<file path="src/rtl/mlp_layer_sequencer_pkg.sv">
`default_nettype none
// ============================================================================
//  Module      : mlp_seq_pkg
//  Description : Shared types and helpers for the layered MLP sequencer:
//                FSM state encoding and the address-width helper.
//  Revision    : 1.0 - initial release
// ============================================================================
package mlp_seq_pkg;

  typedef enum logic [2:0] {
    IDLE  = 3'd0,
    CLR   = 3'd1,
    MAC   = 3'd2,
    DRAIN = 3'd3,
    WB    = 3'd4,
    DONE  = 3'd5
  } state_t;

  // Width of a counter able to address n items; a single item still gets one bit.
  function automatic int cw(input int n);
    return (n > 1) ? $clog2(n) : 1;
  endfunction

endpackage
`default_nettype wire

</file>
<file path="src/rtl/mlp_layer_sequencer_if.sv">
`default_nettype none
// ============================================================================
//  Module      : mlp_layer_sequencer_if
//  Description : Control bus between the layer sequencer (master) and the
//                MLP datapath / memory (slave). The abort input exists only
//                when MLP_SEQ_ABORT_EN is defined.
//  Revision    : 1.0 - initial release
// ============================================================================
interface mlp_layer_sequencer_if import mlp_seq_pkg::*; #(
  parameter int LAYERS = 3,
  parameter int INPUTS = 4
) ();

  localparam int LW = cw(LAYERS);
  localparam int IW = cw(INPUTS);

  logic          start;
  logic          stall;
`ifdef MLP_SEQ_ABORT_EN
  logic          abort;
`endif
  logic          read_en;
  logic          acc_clr;
  logic          acc_en;
  logic          write_en;
  logic          busy;
  logic          done;
  logic [LW-1:0] layer_addr;
  logic [IW-1:0] in_addr;

`ifdef MLP_SEQ_ABORT_EN
  modport master (
    input  start, stall, abort,
    output read_en, acc_clr, acc_en, write_en, busy, done, layer_addr, in_addr
  );
  modport slave (
    output start, stall, abort,
    input  read_en, acc_clr, acc_en, write_en, busy, done, layer_addr, in_addr
  );
`else
  modport master (
    input  start, stall,
    output read_en, acc_clr, acc_en, write_en, busy, done, layer_addr, in_addr
  );
  modport slave (
    output start, stall,
    input  read_en, acc_clr, acc_en, write_en, busy, done, layer_addr, in_addr
  );
`endif

endinterface
`default_nettype wire

</file>
<file path="src/rtl/mlp_layer_sequencer_term_counter.sv">
`default_nettype none
// ============================================================================
//  Module      : mlp_term_counter
//  Description : Saturating up-counter 0..MAX-1 with synchronous clear and a
//                terminal-count flag. Never wraps: inc at the terminal value
//                is ignored.
//  Revision    : 1.0 - initial release
// ============================================================================
module mlp_term_counter #(
  parameter int MAX = 4,
  parameter int W   = 2
) (
  input  wire logic         clk,
  input  wire logic         rst,
  input  wire logic         clr,
  input  wire logic         inc,
  output logic [W-1:0]      cnt,
  output logic              last
);

  localparam logic [W-1:0] c_term = W'(MAX - 1);

  assign last = (cnt == c_term);

  // Count up on inc until the terminal value; clear has priority over inc.
  always_ff @(posedge clk) begin
    if (rst || clr) begin
      cnt <= '0;
    end else if (inc && !last) begin
      cnt <= cnt + W'(1);
    end
  end

endmodule
`default_nettype wire

</file>
<file path="src/rtl/mlp_layer_sequencer.sv">
`default_nettype none
// ============================================================================
//  Module      : mlp_layer_sequencer
//  Description : Control FSM for the layered MLP datapath. Runs LAYERS layers
//                of INPUTS multiply-accumulate steps each, pipelining the
//                accumulator enable one cycle behind the memory read and
//                honouring a memory stall.
//                Optional: define MLP_SEQ_ABORT_EN to add an abort input that
//                returns the sequencer to IDLE from any active state.
//  Revision    : 1.0 - initial release
// ============================================================================
module mlp_layer_sequencer import mlp_seq_pkg::*; #(
  parameter int LAYERS = 3,
  parameter int INPUTS = 4
) (
  input  wire logic               clk,
  input  wire logic               rst,
  mlp_layer_sequencer_if.master   bus
);

  localparam int LW = cw(LAYERS);
  localparam int IW = cw(INPUTS);

  state_t          r_state;
  logic            r_read_en;
  logic            r_acc_clr;
  logic            r_acc_en;
  logic            r_write_en;
  logic            r_busy;
  logic            r_done;

  logic [LW-1:0]   w_layer;
  logic [IW-1:0]   w_in;
  logic            w_layer_last;
  logic            w_in_last;
  logic            w_abort;
  logic            w_accept;
  logic            w_in_clr;
  logic            w_layer_clr;
  logic            w_layer_inc;

`ifdef MLP_SEQ_ABORT_EN
  assign w_abort = bus.abort && (r_state != IDLE);
`else
  assign w_abort = 1'b0;
`endif

  // A read is accepted when it is requested and memory is not stalling.
  assign w_accept    = r_read_en && !bus.stall;
  assign w_in_clr    = (r_state == CLR) || (r_state == DONE) || w_abort;
  assign w_layer_clr = (r_state == DONE) || w_abort;
  assign w_layer_inc = (r_state == WB);

  mlp_term_counter #(.MAX(INPUTS), .W(IW)) u_in_cnt (
    .clk  (clk),
    .rst  (rst),
    .clr  (w_in_clr),
    .inc  (w_accept),
    .cnt  (w_in),
    .last (w_in_last)
  );

  mlp_term_counter #(.MAX(LAYERS), .W(LW)) u_layer_cnt (
    .clk  (clk),
    .rst  (rst),
    .clr  (w_layer_clr),
    .inc  (w_layer_inc),
    .cnt  (w_layer),
    .last (w_layer_last)
  );

  // Sequencer FSM; strobes are registered alongside the state they belong to.
  always_ff @(posedge clk) begin
    if (rst || w_abort) begin
      r_state    <= IDLE;
      r_read_en  <= 1'b0;
      r_acc_clr  <= 1'b0;
      r_acc_en   <= 1'b0;
      r_write_en <= 1'b0;
      r_busy     <= 1'b0;
      r_done     <= 1'b0;
    end else begin
      r_read_en  <= 1'b0;
      r_acc_clr  <= 1'b0;
      r_write_en <= 1'b0;
      r_done     <= 1'b0;
      // Accumulate the datum whose read was accepted this cycle.
      r_acc_en   <= w_accept;
      case (r_state)
        IDLE: begin
          if (bus.start) begin
            r_state   <= CLR;
            r_acc_clr <= 1'b1;
            r_busy    <= 1'b1;
          end
        end
        CLR: begin
          r_state   <= MAC;
          r_read_en <= 1'b1;
        end
        MAC: begin
          if (!bus.stall && w_in_last) begin
            r_state <= DRAIN;
          end else begin
            r_read_en <= 1'b1;
          end
        end
        DRAIN: begin
          r_state    <= WB;
          r_write_en <= 1'b1;
        end
        WB: begin
          if (w_layer_last) begin
            r_state <= DONE;
            r_done  <= 1'b1;
          end else begin
            r_state   <= CLR;
            r_acc_clr <= 1'b1;
          end
        end
        DONE: begin
          r_state <= IDLE;
          r_busy  <= 1'b0;
        end
        default: begin
          r_state <= IDLE;
          r_busy  <= 1'b0;
        end
      endcase
    end
  end

  assign bus.read_en    = r_read_en;
  assign bus.acc_clr    = r_acc_clr;
  assign bus.acc_en     = r_acc_en;
  // An abort in WB/DONE must not let the write-back or completion escape.
  assign bus.write_en   = r_write_en && !w_abort;
  assign bus.done       = r_done && !w_abort;
  assign bus.busy       = r_busy;
  assign bus.layer_addr = w_layer;
  assign bus.in_addr    = w_in;

endmodule
`default_nettype wire

</file>
<file path="src/flat_wrapper.sv">
// flat-port wrapper written by rule: the top's interface ports become plain ports
module mlp_layer_sequencer_flat import mlp_seq_pkg::*;
#(
  parameter int LAYERS = 3,
  parameter int INPUTS = 4
)
  (clk, rst, bus_start, bus_stall, bus_read_en, bus_acc_clr, bus_acc_en, bus_write_en, bus_busy, bus_done, bus_layer_addr, bus_in_addr);
  mlp_layer_sequencer_if #(.LAYERS(LAYERS), .INPUTS(INPUTS)) bus_i ();
  input  wire logic clk;
  input  wire logic rst;
  input wire logic [$bits(bus_i.start)-1:0] bus_start;
  input wire logic [$bits(bus_i.stall)-1:0] bus_stall;
  output wire logic [$bits(bus_i.read_en)-1:0] bus_read_en;
  output wire logic [$bits(bus_i.acc_clr)-1:0] bus_acc_clr;
  output wire logic [$bits(bus_i.acc_en)-1:0] bus_acc_en;
  output wire logic [$bits(bus_i.write_en)-1:0] bus_write_en;
  output wire logic [$bits(bus_i.busy)-1:0] bus_busy;
  output wire logic [$bits(bus_i.done)-1:0] bus_done;
  output wire logic [$bits(bus_i.layer_addr)-1:0] bus_layer_addr;
  output wire logic [$bits(bus_i.in_addr)-1:0] bus_in_addr;
  assign bus_i.start = bus_start;
  assign bus_i.stall = bus_stall;
  assign bus_read_en = bus_i.read_en;
  assign bus_acc_clr = bus_i.acc_clr;
  assign bus_acc_en = bus_i.acc_en;
  assign bus_write_en = bus_i.write_en;
  assign bus_busy = bus_i.busy;
  assign bus_done = bus_i.done;
  assign bus_layer_addr = bus_i.layer_addr;
  assign bus_in_addr = bus_i.in_addr;
  mlp_layer_sequencer #(.LAYERS(LAYERS), .INPUTS(INPUTS)) u_core (.clk(clk), .rst(rst), .bus(bus_i));
endmodule
</file>
<file path="config.mk">
export PLATFORM = sky130hd
export DESIGN_NAME = mlp_layer_sequencer_flat
export DESIGN_NICKNAME = d
export VERILOG_FILES = /design/src/rtl/mlp_layer_sequencer_pkg.sv /design/src/rtl/mlp_layer_sequencer_if.sv /design/src/rtl/mlp_layer_sequencer_term_counter.sv /design/src/rtl/mlp_layer_sequencer.sv /design/src/flat_wrapper.sv
export SDC_FILE = /design/constraint.sdc
export NUM_CORES = 1
export LEC_CHECK = 0
export ABC_AREA = 1
export BUFFER_PORTS_ARGS = -buffer_cell sky130_fd_sc_hd__buf_2
export CAP_MARGIN = 20
export CORE_AREA = 10 10 47 49
export CTS_CLUSTER_DIAMETER = 120
export DETAILED_ROUTE_END_ITERATION = 7
export DIE_AREA = 0 0 57 59
export GPL_ROUTABILITY_DRIVEN = 0
export GPL_TIMING_DRIVEN = 1
export MAX_ROUTING_LAYER = met4
export PLACE_DENSITY_LB_ADDON = 0.15
export SLEW_MARGIN = 5
export SYNTH_ARGS = -nofsm -noshare
export SYNTH_HDL_FRONTEND = slang
export SYNTH_SLANG_ARGS = --single-unit
</file>
<file path="constraint.sdc">
create_clock -name clk -period 2.6 [get_ports clk]
set_input_delay 0.26 -clock clk [delete_from_list [all_inputs] [get_ports clk]]
set_output_delay 0.26 -clock clk [all_outputs]
set_load 0.03 [all_outputs]
</file>
* Word level (Yosys, flattened, before mapping)
Cells that the tools add are included.
** Word-level totals
- Bits in registers :: 13
- Word-level logic and storage cells :: 50
- Input bits :: 4
- Output and inout port bits :: 10
** Cells by class
- Multiplexer cells :: 13
- Add/subtract/negate cells :: 2
- Reduce and logical (&&, ||, !) cells :: 15
- Equality and inequality tests :: 9
- Bitwise operators :: 2
** Operators by type and width (number)
- 3-bit case mux with 5 select lines :: 1
- 3-bit 2-to-1 mux :: 3
- 3-bit by 2-bit == test with 1-bit output (second input constant) :: 2
- 3-bit == test (second input constant) :: 2
- 1-bit 2-to-1 mux :: 6
- 1-bit case mux with 2 select lines :: 3
- 2-bit by 1-bit adder with 2-bit output (second input constant) :: 2
- 2-bit == test (second input constant) :: 2
- 1-bit logical AND :: 4
- 2-bit AND reduction :: 2
- 4-bit OR reduction :: 1
- 3-bit by 1-bit == test with 1-bit output (second input constant) :: 1
- 1-bit zero test :: 3
- 3-bit zero test :: 1
- 1-bit logical OR :: 3
- 2-bit by 1-bit inequality test with 1-bit output (second input constant) :: 1
- 2-bit inequality test (second input constant) :: 1
- 1-bit inverter :: 2
- 2-bit OR reduction :: 1

* Depth between registers and ports, before layout
- Depth in word-level cells :: 4
- Depth in mapped cells :: 6
- Mapped depth without buffers :: 6

* Cells and area by module
A second synthesis with hierarchy kept.
** Second synthesis, totals
- Cells, all modules :: 80
- Area, all modules :: 584.3 um2
** By module, submodules not included
- mlp_layer_sequencer :: cells an instance 50, area an instance 376.6 um2, times used 1
- mlp_term_counter at u_core.u_in_cnt :: cells an instance 16, area an instance 106.4 um2, times used 1
- mlp_term_counter at u_core.u_layer_cnt :: cells an instance 14, area an instance 101.3 um2, times used 1

* Worst setup path before layout
No wires, ideal clock.
- Path type :: register -> register
- Start point :: reg u_core.u_layer_cnt.cnt[0]
- End point :: reg u_core.u_layer_cnt.cnt[1]
- Setup slack :: 1.380 ns
- Path buffers :: 0
- Arrival :: 1.099 ns
- Cell stages (with the launch flop) :: 7
- Data required time :: 2.480 ns
- Cells stage by stage :: dfxtp_1 > inv_1 > ha_1 > inv_1 > nand3_2 > nand2_1 > a21oi_1
** Between the ends
- Word-level cells in the longest chain between the ends :: 3
- Elaborated cells on any way between the ends :: 4
- Those cells by class :: add/sub: 1; eq/ne: 1; reduce/logical: 2
** RTL lines
- start: declaration :: line mlp_layer_sequencer_term_counter.sv:17 : output logic [W-1:0] cnt,
- start signal: assignment :: line mlp_layer_sequencer_term_counter.sv:30 : cnt <= cnt + W'(1);
- 2-bit == test :: line mlp_layer_sequencer_term_counter.sv:23 : assign last = (cnt == c_term);
- named net u_core.u_layer_cnt.last :: line mlp_layer_sequencer_term_counter.sv:18 : output logic last
- 1-bit zero test :: line mlp_layer_sequencer_term_counter.sv:29 : end else if (inc && !last) begin
- 1-bit logical AND :: line mlp_layer_sequencer_term_counter.sv:29
The timed path passes the listed nets, and every way through them passes these cells.
A chain may end at the register's enable or synchronous reset.

* Final worst setup path
- Start point :: reg u_core.u_in_cnt.cnt[0]
- End point :: out bus_in_addr[0]
** RTL lines
- start: declaration :: line mlp_layer_sequencer_term_counter.sv:17
- start signal: assignment :: line mlp_layer_sequencer_term_counter.sv:30
- end: declaration :: line flat_wrapper.sv:20 : output wire logic [$bits(bus_i.in_addr)-1:0] bus_in_addr;
No word-level cell between the ends.

==> key figures <==
Status
  – Status: finished clean

STA
  – Slew @ Worst Pin: 0.278 ns
  – Unrepaired setup endpoints after global routing: no
  – Max-slew violation total from the final report: 0
  – Final Cycle Share: 42.6%
  – Setup_tns: 0 ns
  – Setup ws final: 1.49 ns
  – Clock skew: 0.00169 ns
  – Fin. Hold Viols: 0
  – Min cycle time layout: 1.11 ns
  – Relative slew slack: 81.4%
  – Setup-failing EPs final: 0
  – Max Freq: 903 MHz
  – Worst hold margin: 0.181 ns

Detailed routing
  – Routed len/inst: 10.8 um
  – DR iter-0 viols: 6
  – Avg Vias per Cell: 4.71
  – Post-route antenna net violation count: 0
  – DR vias: 466
  – Final wirelength: 1070 um
  – Drt drc: 0
  – Drt first pass iters: 3

Yosys
  – Post-Syn Area: 532 um2
  – Syn. warnings: 0
  – Mapped Avg Cell Area: 7.94 um2
  – Asr flop ratio synth: 0%
  – Register area share after synthesis: 48.9%
  – Mapped Nets: 73
  – Top-count cell post-synth: dfxtp_1
  – Post-synth EDFFs: 0
  – Mapped Cells: 67
  – Synth cell types: 17
  – Register bit total from synthesis: 13
  – Ys flop type: dfxtp_1
  – Synth top area share: 48.9%
  – Ranking of synthesized cells by area: dfxtp_1, a21oi_1, nand2_1
  – Top cells by count, synth: dfxtp_1, nand2_1, a21oi_1, inv_1, nand3_1
  – Area leader, netlist: dfxtp_1

Clock network
  – CTS Buf Count: 3
  – # clock sinks: 13
  – # H-tree levels: 1
  – CTS clk-pin slew, worst paths: 0.08 ns
  – Post-CTS Hold Buffers: 0
  – Post-CTS setup buffers: 0
  – Clk_lat worst skew: 0.26 ns
  – Root buffer cell: clkbuf_4
  – Longest Clk Path Bufs: 2
  – Post-CTS resize count: 0
  – CTS tree: yes

Power and ir drop
  – Sequential power share: 51.8%
  – Cell Pwr Density: 688 mW/mm2
  – VDD IR max: 291 uV
  – Clk pwr share: 27.7%
  – Comb pwr share: 20.4%
  – Leak: 0.287 nW
  – Switch Pwr: 0.000137 W
  – Net Sw Frac: 31.2%
  – Internal: 0.000302 W

Global routing
  – Initial antenna violation count: 0
  – First-pass GRT wire length: 1950 um
  – GRT Util Overall: 7.43%
  – Total grt overflow: 0
  – Largest net degree at the start of global routing: 10
  – Vias in the first global route: 459

Worst hold path
  – Hold endpoint: u_core.bus.acc_en$_SDFF_PP0_
  – Hold Path Stages: 2
  – Worst Hold Launch: bus_stall
  – Hold Crit Class: in2reg

Layout
  – Area of the multi-input gates: 229 um2
  – Reg area: 260 um2
  – Layout cells sized above 1: 24.1%
  – Layout Nets: 90
  – Filler instances: 146
  – Ant diodes: 0
  – Area Growth Syn to Fin: 20.0%
  – Final Cell Area: 638 um2
  – Finished Layout Cells: 99

Placement
  – Worst slack at placement: 1.53 ns
  – Number of buffers inserted by port buffering: 13
  – Hpwl dp: 870 um
  – Placed Cells: 95
  – Dpl cell area: 612 um2

Worst setup path
  – CP max FO: 4
  – Critical-path cell list: buf_2
  – Crit-path leading delay family: flip-flops
  – CP required: 2.34 ns
  – Setup CP Type: reg2out
  – Critical path's slowest cell: dfxtp_1
  – FF-to-FF path depth: 5
  – Reg2reg start: u_core.u_layer_cnt.cnt[0]$_SDFFE_PP0P_
  – CP arrival: 0.85 ns
  – Internal reg-to-reg setup slack: 1.51 ns
  – Crit path buffers/inverters: 1
  – Reg-to-Reg End: u_core.bus.acc_clr$_SDFF_PP0_
  – Worst path max stage delay: 0.37 ns
  – Critical path endpoint category: primary output
  – Critical path launch point type: flip-flop

Floorplanning
  – Core ar.: 0.00140 mm2
  – DIE WIDTH: 57 um
  – DIE HEIGHT: 59 um
  – Starting Density: 37.9%
  – Die area: 0.00336 mm2
  – Rows: 14
  – Ports: 14

Flow run
  – Max Cap Viol: 0
-- how the worst max path moves through the flow --
stage,start,to,slack (ns),depth (start not counted)
final,u_core.u_in_cnt.cnt[0]$_SDFFE_PP0P_,bus_in_addr[0],1.49,1
after detailed placement,u_core.u_layer_cnt.cnt[0]$_SDFFE_PP0P_,u_core.bus.acc_clr$_SDFF_PP0_,1.53,5
after floorplan,u_core.u_layer_cnt.cnt[0]$_SDFFE_PP0P_,u_core.u_layer_cnt.cnt[1]$_SDFFE_PP0P_,1.38,6
after CTS,u_core.u_in_cnt.cnt[0]$_SDFFE_PP0P_,bus_in_addr[0],1.48,1
after global placement,u_core.u_layer_cnt.cnt[0]$_SDFFE_PP0P_,u_core.bus.acc_clr$_SDFF_PP0_,1.54,5
after global routing,u_core.u_in_cnt.cnt[0]$_SDFFE_PP0P_,u_core.u_in_cnt.cnt[0]$_SDFFE_PP0P_,1.41,4
-- metal layers --
metal,wire [um],global-route usage [%],vias to the layer above
met3,83,3.00,2
met5,0,-,-
met2,429,10.5,10
met4,10,5.03,0
li1,-,-,252
met1,544,8.36,202
-- final cells by class --
type / instances / share of cell area (%)
multi-input cells: 43 / 35.9
flip-flops and latches: 13 / 40.8
well taps: 16 / 3.14
clock buffers: 4 / 4.12
inverters: 10 / 5.88
repair buffers: 13 / 10.2
-- sequential cells by signal, indices dropped and copies added, names as in the netlist --
register	cells
u_core.bus.done	1
u_core.u_in_cnt.cnt	2
u_core.bus.busy	1
u_core.r_state	3
u_core.u_layer_cnt.cnt	2
u_core.bus.acc_clr	1
u_core.bus.read_en	1
u_core.bus.acc_en	1
u_core.bus.write_en	1
-- power groups by stage --
| stage | clock network [W] | registers [W] | logic, W |
|---|---|---|---|
| global placement | 0 | 0.000233 | 0.0000905 |
| CTS | 0.000125 | 0.000228 | 0.0000909 |
| floorplan | 0 | 0.000251 | 0.0000480 |
| finish | 0.000122 | 0.000228 | 0.0000898 |
| detailed placement | 0 | 0.000233 | 0.0000906 |
| global route | 0.000141 | 0.000230 | 0.000102 |
-- placed cells by master (no fill, tap or decap), types with 3 or more instances in the layout --
cell / count
buf_2: 13
dfxtp_1: 13
nand2_1: 12
inv_1: 9
a21oi_1: 9
nand3_1: 5
nor2_1: 3
clkbuf_4: 3
-- cells by family (layout without fill, tap and decap cells) --
group,count (synthesis),after routing,synth area share (%)
AO/OA/AOI/OAI,12,12,11.8
flip-flops,13,13,48.9
AND/OR/NAND/NOR,29,29,26.6
buffers and inverters,11,27,8.00
adder cells (fa/ha/maj),2,2,4.71
-- through the flow --
| step | utilization [%] | power [W] |
|---|---|---|
| 2_1_floorplan | - | 0.000299 |
| 3_3_place_gp | 43.7 | 0.000323 |
| 3_5_place_dp | 43.7 | 0.000323 |
| 4_1_cts | 45.5 | 0.000443 |
| 5_1_grt | 45.5 | 0.000473 |
| 6_report | 45.5 | 0.000439 |
No activity file was read; power rests on OpenSTA's default activity.
